<file path="config.mk">
export PLATFORM = sky130hd
export DESIGN_NAME = rb_packet_reader
export DESIGN_NICKNAME = d
export VERILOG_FILES = /design/src/rtl/rb_packet_reader.sv
export SDC_FILE = /design/constraint.sdc
export NUM_CORES = 1
export LEC_CHECK = 0
export CAP_MARGIN = 20
export CORE_UTILIZATION = 53
export CTS_BUF_LIST = sky130_fd_sc_hd__clkbuf_4 sky130_fd_sc_hd__clkbuf_8
export CTS_CLUSTER_SIZE = 10
export DETAILED_ROUTE_END_ITERATION = 8
export PLACE_DENSITY = 0.93
export SYNTH_ARGS = -nofsm -noshare
export SYNTH_HDL_FRONTEND = slang
export SYNTH_SLANG_ARGS = --single-unit
</file>
<file path="constraint.sdc">
create_clock -name clk_i -period 3.9 [get_ports clk_i]
set_clock_uncertainty 0.1 [all_clocks]
set_input_delay 0.78 -clock clk_i [delete_from_list [all_inputs] [get_ports clk_i]]
set_output_delay 0.78 -clock clk_i [all_outputs]
set_load 0.005 [all_outputs]
</file>
<file path="src/rtl/rb_packet_reader.sv">
// rb_packet_reader: pops ring-buffer words and re-emits them as a registered packet stream with sop/eop and a delivered-packet count
module rb_packet_reader #(
  parameter int DATA_SIZE = 32,
  parameter int LEN_SIZE  = 16,
  parameter int CNT_SIZE  = 16
) (
  input  logic                 clk_i,
  input  logic                 rst_ni,
  input  logic                 flush_i,
  input  logic                 rx_i,
  output logic                 rx_ack_o,
  input  logic [DATA_SIZE-1:0] data_i,
  output logic                 tx_o,
  input  logic                 tx_ack_i,
  output logic [DATA_SIZE-1:0] data_o,
  output logic                 sop_o,
  output logic                 eop_o,
  output logic                 busy_o,
  output logic [CNT_SIZE-1:0]  pkt_count_o
);
  typedef enum logic {HEADER, PAYLOAD} state_t;
  state_t               state_q, state_d;
  logic [LEN_SIZE-1:0]  rem_q, rem_d;
  logic [DATA_SIZE-1:0] data_q, data_d;
  logic                 tx_q, tx_d, sop_q, sop_d, eop_q, eop_d;
  logic [CNT_SIZE-1:0]  cnt_q, cnt_d;
  logic                 pop, last;
  // Pop whenever the output register is free or being drained this cycle.
  assign rx_ack_o    = !flush_i && (!tx_q || tx_ack_i);
  assign pop         = rx_i && rx_ack_o;
  assign last        = rem_q == LEN_SIZE'(1);
  assign tx_o        = tx_q;
  assign data_o      = data_q;
  assign sop_o       = sop_q;
  assign eop_o       = eop_q;
  assign busy_o      = state_q == PAYLOAD;
  assign pkt_count_o = cnt_q;
  // Next state: header/payload sequencing, output register load/drain, packet count.
  always_comb begin
    state_d = state_q;
    rem_d   = rem_q;
    data_d  = data_q;
    tx_d    = tx_q;
    sop_d   = sop_q;
    eop_d   = eop_q;
    cnt_d   = cnt_q + CNT_SIZE'(tx_q && tx_ack_i && eop_q);
    if (flush_i) begin
      tx_d    = 1'b0;
      state_d = HEADER;
      rem_d   = '0;
    end else if (pop) begin
      tx_d   = 1'b1;
      data_d = data_i;
      if (state_q == HEADER) begin
        sop_d   = 1'b1;
        rem_d   = data_i[LEN_SIZE-1:0];
        eop_d   = data_i[LEN_SIZE-1:0] == '0;
        state_d = data_i[LEN_SIZE-1:0] == '0 ? HEADER : PAYLOAD;
      end else begin
        sop_d   = 1'b0;
        eop_d   = last;
        rem_d   = rem_q - LEN_SIZE'(1);
        state_d = last ? HEADER : PAYLOAD;
      end
    end else if (tx_q && tx_ack_i) begin
      tx_d = 1'b0;
    end
  end
  // State, output register and counter.
  always_ff @(posedge clk_i or negedge rst_ni) begin
    if (!rst_ni) begin
      state_q <= HEADER;
      rem_q   <= '0;
      data_q  <= '0;
      tx_q    <= 1'b0;
      sop_q   <= 1'b0;
      eop_q   <= 1'b0;
      cnt_q   <= '0;
    end else begin
      state_q <= state_d;
      rem_q   <= rem_d;
      data_q  <= data_d;
      tx_q    <= tx_d;
      sop_q   <= sop_d;
      eop_q   <= eop_d;
      cnt_q   <= cnt_d;
    end
  end
endmodule

</file>
Word-level counts from Yosys, hierarchy flattened
Index checks and enable logic that the tools add are counted.

word-level totals
  bits in writable memories = 0
  logic and storage cells = 35
  ROM bits = 0
  register bits after elaboration = 68
  memories kept = 0
  input port bits = 37
  bits in latches = 0
  output and inout bits = 53

operators by class
  eq/ne operators = 1
  $lt $le $gt $ge = 0
  multiplexer cells = 13
  $mul = 0
  divide/modulo/power cells = 0
  shift-type cells = 0
  add/sub/neg operators = 2
  reduce and logical (&&, ||, !) cells = 11
  bitwise operators = 1

operators by type and width
  operator                                                                 number
  16-bit 2-to-1 mux                                                        3
  16-bit by 1-bit adder with 16-bit output                                 1
  16-bit by 1-bit equality test with 1-bit output (second input constant)  1
  16-bit logical NOT                                                       1
  16-bit by 1-bit subtractor with 16-bit output (second input constant)    1
  1-bit 2-to-1 mux                                                         10
  1-bit logical AND                                                        4
  3-bit nonzero test                                                       1
  1-bit logical NOT                                                        2
  2-bit AND reduction                                                      1
  2-bit nonzero test                                                       1
  1-bit logical OR                                                         1
  1-bit inverter                                                           1

Longest topological paths before layout
  word-level depth = 6
  mapped depth = 7
  depth with buffers taken out = 6

Worst setup path after synthesis
Ideal clock, no wire load.

  path kind = register to register
  start = register rem_q[0]
  end = register rem_q[13]
  path slack = 1,768 ps
  library setup time = 126 ps
  data required time = 3,674 ps
  stages on the path, launching flop included = 6
  arrival time = 1,906 ps
  clock period less this slack = 2,132 ps
  buffers on the path = 1
  cell sequence = dfrtp_1 or4_4 buf_6 or3_4 o311a_1 a221o_1

on the way
  longest elaborated chain between the ends = 4

ends and longest elaborated chain
  element                                        RTL line  source
  start: declaration                             23        logic [LEN_SIZE-1:0] rem_q, rem_d;
  start signal: assignment                       81        rem_q <= rem_d;
  16-bit by 1-bit subtractor with 16-bit output  62        rem_d = rem_q - LEN_SIZE'(1);
  16-bit 2-to-1 mux                              54        if (state_q == HEADER) begin
  16-bit 2-to-1 mux                              51        end else if (pop) begin
  16-bit 2-to-1 mux                              47        if (flush_i) begin

No other way between the ends. The select of a mux whose other input is x is not followed.
A chain may end at the register's enable or synchronous reset.

Final worst setup path
  start = input flush_i
  end = output rx_ack_o

on the way
  longest elaborated chain between the ends = 2

ends and longest elaborated chain
  element             RTL line  source
  start: declaration  9         input logic flush_i,
  1-bit logical NOT   29        assign rx_ack_o = !flush_i && (!tx_q || tx_ack_i);
  1-bit logical AND   29
  end: declaration    11        output logic rx_ack_o,

No other way between the ends.

==> results summary <==
The flow ran to the end, and the final reports show no timing, DRC or antenna violations. Max-cap violations in this run came to 0. Of the cells placed in the final design, the portion with a size suffix greater than 1 is 6.35%. The antenna cell count came out at 0.

Global routing consumed, over all layers together, 28.6% of the routing resources. The slowest stage of the critical path belongs to the cell sky130_fd_sc_hd__clkdlybuf4s50_1. Routability-driven placement finished with a final weighted congestion of 0.831.

In this run the tightest slew margin relative to its limit is 43.7%. The number of vias in the routed layout came out at 2856. The synthesized net count came out at 374. The vertical extent of the die came out at 79.0 um.

The number of buffers inserted during clock tree synthesis came out at 9. The post-detailed-placement cell area came out at 4080 sq um. The final cycle utilization of the critical path is 72.2%.

For the finished layout, the period the worst path requires is 2.81 ns. The endpoint identified for the worst register-to-register timing path is rem_q[13]. TritonCTS built the clock tree. The path with the worst hold slack has its endpoint at pkt_count_o[15]. The tree is rooted in a sky130_fd_sc_hd__clkbuf_8. For this run, design rule violations remaining after detail routing come to 0. Cells fill 75.9% of the core in the end.

STA classifies the critical path endpoint as an output pin. The number of cells in the finished layout apart from fillers is 497. The aggregate routed wire length is 8110 um. The total number of placement rows came out at 27. In this run, placement finished with an instance count of 481. The worst vdd rail ir drop came out at 0.314 mV.

The highest net fanout along the worst path is 6. Summed over all layers, the global routing overflow is 0. In the final routed layout, each cell accounts on average for 16.3 um. Setup repair after global routing left no endpoint under its margin.

The hold-critical path depth came out at 1. The timing-limited maximum frequency is 355 MHz. The die extent in x is 79.0 um. By area the synthesized netlist is led by sky130_fd_sc_hd__dfrtp_1, sky130_fd_sc_hd__nand2_1, sky130_fd_sc_hd__xnor2_1, sky130_fd_sc_hd__nor4_1, sky130_fd_sc_hd__nor2_1. After detailed routing, the number of vias per cell comes to 5.75. The depth of the most critical reg-to-reg path is 4. The global-route wire length before repair is 13700 um. The leakage power is 1.93 nW.

The buffer levels on the longest clock path is 2. In the post-route analysis, the smallest setup slack over all paths is 1.09 ns. The I/O pin count came out at 90. The max-slew violation total from the final report came to 0.

After technology mapping, the gate count stands at 333. On the worst path, the slowest cell contributes a delay of 0.51 ns. The total die area came out at 6240 sq um. The initial standard-cell utilization of the core is 56.0%. The startpoint identified for the worst hold timing path is pkt_count_o[15]. For this run, the leading register cell type out of synthesis is sky130_fd_sc_hd__dfrtp_1. The H-tree depth reported by CTS is 3. The final cell area excluding filler cells is 4250 sq um.

The critical path contains buffers and inverters numbering 2 combined. The number of buffers inserted by hold repair at cts is 0. Post-CTS repair changed the size of 0 cells.

The synthesized area divided by synthesized cell count is 9.43 sq um. The number of distinct library cell variants in the gate-level netlist after synthesis came out at 48. The cell count along the critical path is 3. The area growth from synthesis to layout came out at 35.4%. The slew of the pin with the lowest slew margin is 0.845 ns. The total power per unit cell area came out at 428 nW/um^2. The source of the worst register-to-register timing path is rem_q[6]. The area fraction of the dominant cell type after synthesis is 54.2%. The tightest min-delay check is of the flop to flop type.

Counting every sink on the clock net gives 68. In the layout the commonest cells are sky130_fd_sc_hd__nand2_1, sky130_fd_sc_hd__clkdlybuf4s50_1, sky130_fd_sc_hd__dfrtp_1. In this run the register-to-register setup slack is 1.52 ns. The most common library cell in the layout ignoring fill and taps is sky130_fd_sc_hd__nand2_1. The number of global-route vias before repair is 2860.

The number of enable flip-flop cells after synthesis is 0. The required time of the critical path came out at 3.02 ns. The number of antenna violations at the first check in global routing is 0. The post-synthesis sequential element count came out at 68. The placeable core area came out at 5610 sq um. Setup violations remaining at the end of the flow were counted as 0. Once detail routing completed, the nets flagged for antenna violations numbered 0. The clock transition time at the flip-flop clock pins of the worst setup and hold paths came out at 0.08 ns.

The number of hold-slack violations in the final timing report came out at 0. Post-CTS timing repair inserted 0 buffers for setup. The net count of the finished layout is 461.

The clock network latency to the later pin of the worst-skew pair came out at 0.34 ns. The first routing iteration left 269 violations. The fraction of synthesis flops using an asynchronous set or reset pin came out at 100%. Data on the critical path arrives at its endpoint at 1.93 ns.

The signal on the critical path passes through clkdlybuf4s50_1 > nor2_1 > clkdlybuf4s50_1. The sum of net half-perimeters after detailed placement came out at 5510 um. The sequential-to-total area share from yosys stat is 54.2%. The cell family contributing the most delay on the critical path is buffers and inverters. The synthesis warning total came out at 0.

STA classifies the critical path startpoint as an input port. The worst setup path is of the input port to output pin kind. Entering global routing, the biggest net connects 69 pins.

The worst slack at placement came out at 0.986 ns. The cell type with the highest aggregate area in the netlist is sky130_fd_sc_hd__dfrtp_1. The first-pass iteration count of the detailed router came out at 5. The post-synthesis instance area is 3140 sq um. The filler cell count is 397.

The post-route setup TNS came out at 0 ns. The most numerous cell type found on the critical path is sky130_fd_sc_hd__clkdlybuf4s50_1. Port buffering added 89 buffers.
stage by stage:
| stage | power, mW | hold WS [ns] |
|---|---|---|
| 2_1_floorplan | 1.06 | 0.350 |
| 3_3_place_gp | 1.29 | 0.357 |
| 3_5_place_dp | 1.31 | 0.362 |
| 4_1_cts | 1.83 | 0.378 |
| 5_1_grt | 1.91 | 0.401 |
| 6_report | 1.82 | 0.368 |
registers in the layout, summed over array words and instances, names as in the netlist:
register     count
eop_o            1
tx_o             1
pkt_count_o     16
rem_q           16
sop_o            1
busy_o           1
data_o          32
worst reg2reg max path, cell delays in order (launching register included):
cell and delay [ns]:
sky130_fd_sc_hd__dfrtp_1 0.41, sky130_fd_sc_hd__or4_1 0.74, sky130_fd_sc_hd__or3_4 0.47, sky130_fd_sc_hd__o311a_1 0.29, sky130_fd_sc_hd__a221o_1 0.25
how the worst max path moves through the flow:
stage,startpoint,to,slack [ns]
global placement,flush_i,rx_ack_o,1.09
CTS,flush_i,rx_ack_o,1.08
detailed placement,rx_i,rem_q[6],0.99
finish,flush_i,rx_ack_o,1.09
floorplan,rem_q[0],rem_q[13],1.77
global route,flush_i,rx_ack_o,1.04
metal layers:
metal,track usage (%),wire (um)
met4,12.4,222
met3,7.59,583
met2,44.8,3950
met1,37.3,3360
met5,0,0
cell usage after synthesis, types with 2 or more instances:
cell	instances
sky130_fd_sc_hd__nor2b_1	2
sky130_fd_sc_hd__a21oi_1	4
sky130_fd_sc_hd__and2_1	2
sky130_fd_sc_hd__or3_1	2
sky130_fd_sc_hd__ha_1	4
sky130_fd_sc_hd__and4_1	3
sky130_fd_sc_hd__xor2_1	2
sky130_fd_sc_hd__a32o_1	2
sky130_fd_sc_hd__dfrtp_1	68
sky130_fd_sc_hd__o21ai_0	12
sky130_fd_sc_hd__o41ai_1	3
sky130_fd_sc_hd__nor4_1	11
sky130_fd_sc_hd__nand3_1	9
sky130_fd_sc_hd__nand2_1	108
sky130_fd_sc_hd__a211oi_1	2
sky130_fd_sc_hd__xnor2_1	18
sky130_fd_sc_hd__a32oi_1	3
sky130_fd_sc_hd__nor2_1	17
sky130_fd_sc_hd__nor3_1	2
sky130_fd_sc_hd__o31ai_1	7
sky130_fd_sc_hd__nand4_1	3
sky130_fd_sc_hd__inv_1	2
sky130_fd_sc_hd__clkbuf_1	15
sky130_fd_sc_hd__a22o_1	4
sky130_fd_sc_hd__and3_1	4
sky130_fd_sc_hd__nand2b_1	2
report_power, final:
part	internal, mW	switching [mW]
combinational	0.242	0.191
clock	0.245	0.271
sequential	0.792	0.0800
final cells by class:
class,count,area [sq um],share of cell area [%]
clock inverter,6,40.0,0.941
inverter,3,11.3,0.265
tap,72,90.1,2.12
multi-input combinational,244,1350,31.7
timing repair buffer,94,923,21.7
sequential,68,1700,40.0
clock buffer,10,138,3.24
cell families after synthesis:
family | Yosys count | synth area share, %
AND/OR/NAND/NOR | 172 | 24.7
flip-flops | 68 | 54.2
AO/OA/AOI/OAI | 47 | 10.8
buffers and inverters | 21 | 2.87
XOR/XNOR | 20 | 5.58
adder cells (fa/ha/maj) | 4 | 1.59
multiplexers | 1 | 0.319
No activity file was read; power rests on OpenSTA's default activity.
==> RTL edit: new RTL, same flow settings <==
`CNT_SIZE`: 16 -> 32.
--- a/src/rtl/rb_packet_reader.sv
+++ b/src/rtl/rb_packet_reader.sv
@@ -4,3 +4,3 @@
   parameter int LEN_SIZE  = 16,
-  parameter int CNT_SIZE  = 16
+  parameter int CNT_SIZE  = 32
 ) (
Ports: changed (resized pkt_count_o); port bits go from 90 to 106. The function was not compared with the original's and may differ.
==> RTL edit against the original RTL <==
- via count is 21% higher
- sequential power grew 19%
- sequential share of layout area increased by 0.15 points
- final area increased by 23%
- non-clock buffer count increased by 16
- total power rose by 15%
- setup slack worse by 0.16 ns
- sequential cell count increased by 16
- wire length increased by 24%
- synthesized area is 24% higher
- count of clock-buffer cells in the layout decreased by 1
==> RTL edit: results (changes against the original RTL) <==
\begin{tabular}{lr}
\hline
Metric & Value \\
\hline
\multicolumn{2}{l}{\textbf{Place}} \\
Gp weighted congestion & 0.842 (was 0.831) \\
IO buf count & 105 (was 89) \\
\multicolumn{2}{l}{\textbf{Pwr}} \\
Switching Fraction & 0.287 (was 0.298) \\
P\_int & 1490 uW (was 1280 uW) \\
Leakage power & 0.00234 uW (was 0.00193 uW) \\
Combinational group share of total power & 0.206 (was 0.238) \\
\multicolumn{2}{l}{\textbf{Final layout}} \\
Util after Layout & 0.754 (was 0.759) \\
FF+latch count & 84 (was 68) \\
Fraction of area in clock buffers and inverters & 0.0380 (was 0.0418) \\
Net count, final & 546 (was 461) \\
Logic inverters & 7 (was 3) \\
Plain + repair buffers & 110 (was 94) \\
\multicolumn{2}{l}{\textbf{Global routing}} \\
First-pass GRT wire length & 16.6 mm (was 13.7 mm) \\
Global Route met3 Usage & 0.0462 (was 0.0759) \\
\multicolumn{2}{l}{\textbf{Route}} \\
Mean routed wirelength per cell & 16.6 um (was 16.3 um) \\
Wire length on met2 & 4.93 mm (was 3.95 mm) \\
Total wirelength of the detailed-routed design & 10.0 mm (was 8.11 mm) \\
Detail-routed via count per cell & 5.69 (was 5.75) \\
Met1 WL & 4.18 mm (was 3.36 mm) \\
Detail Route met3 WL & 708 um (was 583 um) \\
\multicolumn{2}{l}{\textbf{Worst setup path}} \\
Critical Path Source & tx\_ack\_i (was flush\_i) \\
Slowest cell delay on critical path & 0.45 ns (was 0.51 ns) \\
Setup slack, reg-to-reg & 1.57 ns (was 1.52 ns) \\
Endpoint of the worst-slack reg-to-reg timing path & pkt\_count\_o[27] (was rem\_q[13]) \\
Peak fanout along the critical path & 5 (was 6) \\
\multicolumn{2}{l}{\textbf{STA}} \\
Hold Worst Slack & 0.290 ns (was 0.368 ns) \\
\multicolumn{2}{l}{\textbf{Synthesis}} \\
Post-synthesis sequential area ratio & 0.538 (was 0.542) \\
Synth top area cells & sky130\_fd\_sc\_hd\_\_dfrtp\_1, sky130\_fd\_sc\_hd\_\_nand2\_1, sky130\_fd\_sc\_hd\_\_xnor2\_1 (unchanged) \\
\multicolumn{2}{l}{\textbf{Die}} \\
Tapcell count & 96 (was 72) \\
\multicolumn{2}{l}{\textbf{Outcome}} \\
Result of the run & complete, no violations (unchanged) \\
\hline
\end{tabular}
==> RTL edit: cell types whose count changed in the layout (fill, tap and decap cells not counted), moves of 3 or more <==
cell / delta
sky130_fd_sc_hd__a31oi_1: +3
sky130_fd_sc_hd__a32oi_1: -3
sky130_fd_sc_hd__clkdlybuf4s50_1: +16
sky130_fd_sc_hd__dfrtp_1: +16
sky130_fd_sc_hd__inv_1: +5
sky130_fd_sc_hd__nand2_1: +11
sky130_fd_sc_hd__nand3_1: +9
sky130_fd_sc_hd__nand4_1: +9
sky130_fd_sc_hd__o211ai_1: +4
sky130_fd_sc_hd__or4_1: +4
sky130_fd_sc_hd__xnor2_1: +8
sky130_fd_sc_hd__xor2_1: +4
==> RTL edit: cells by family after synthesis <==
group	after synthesis	synth area share
flops	84	0.538
simple gates	207	0.251
buf+inv	28	0.0317
fa+ha+maj	4	0.0128
mux	3	0.00768
xor+xnor	32	0.0717
compound gates	47	0.0877
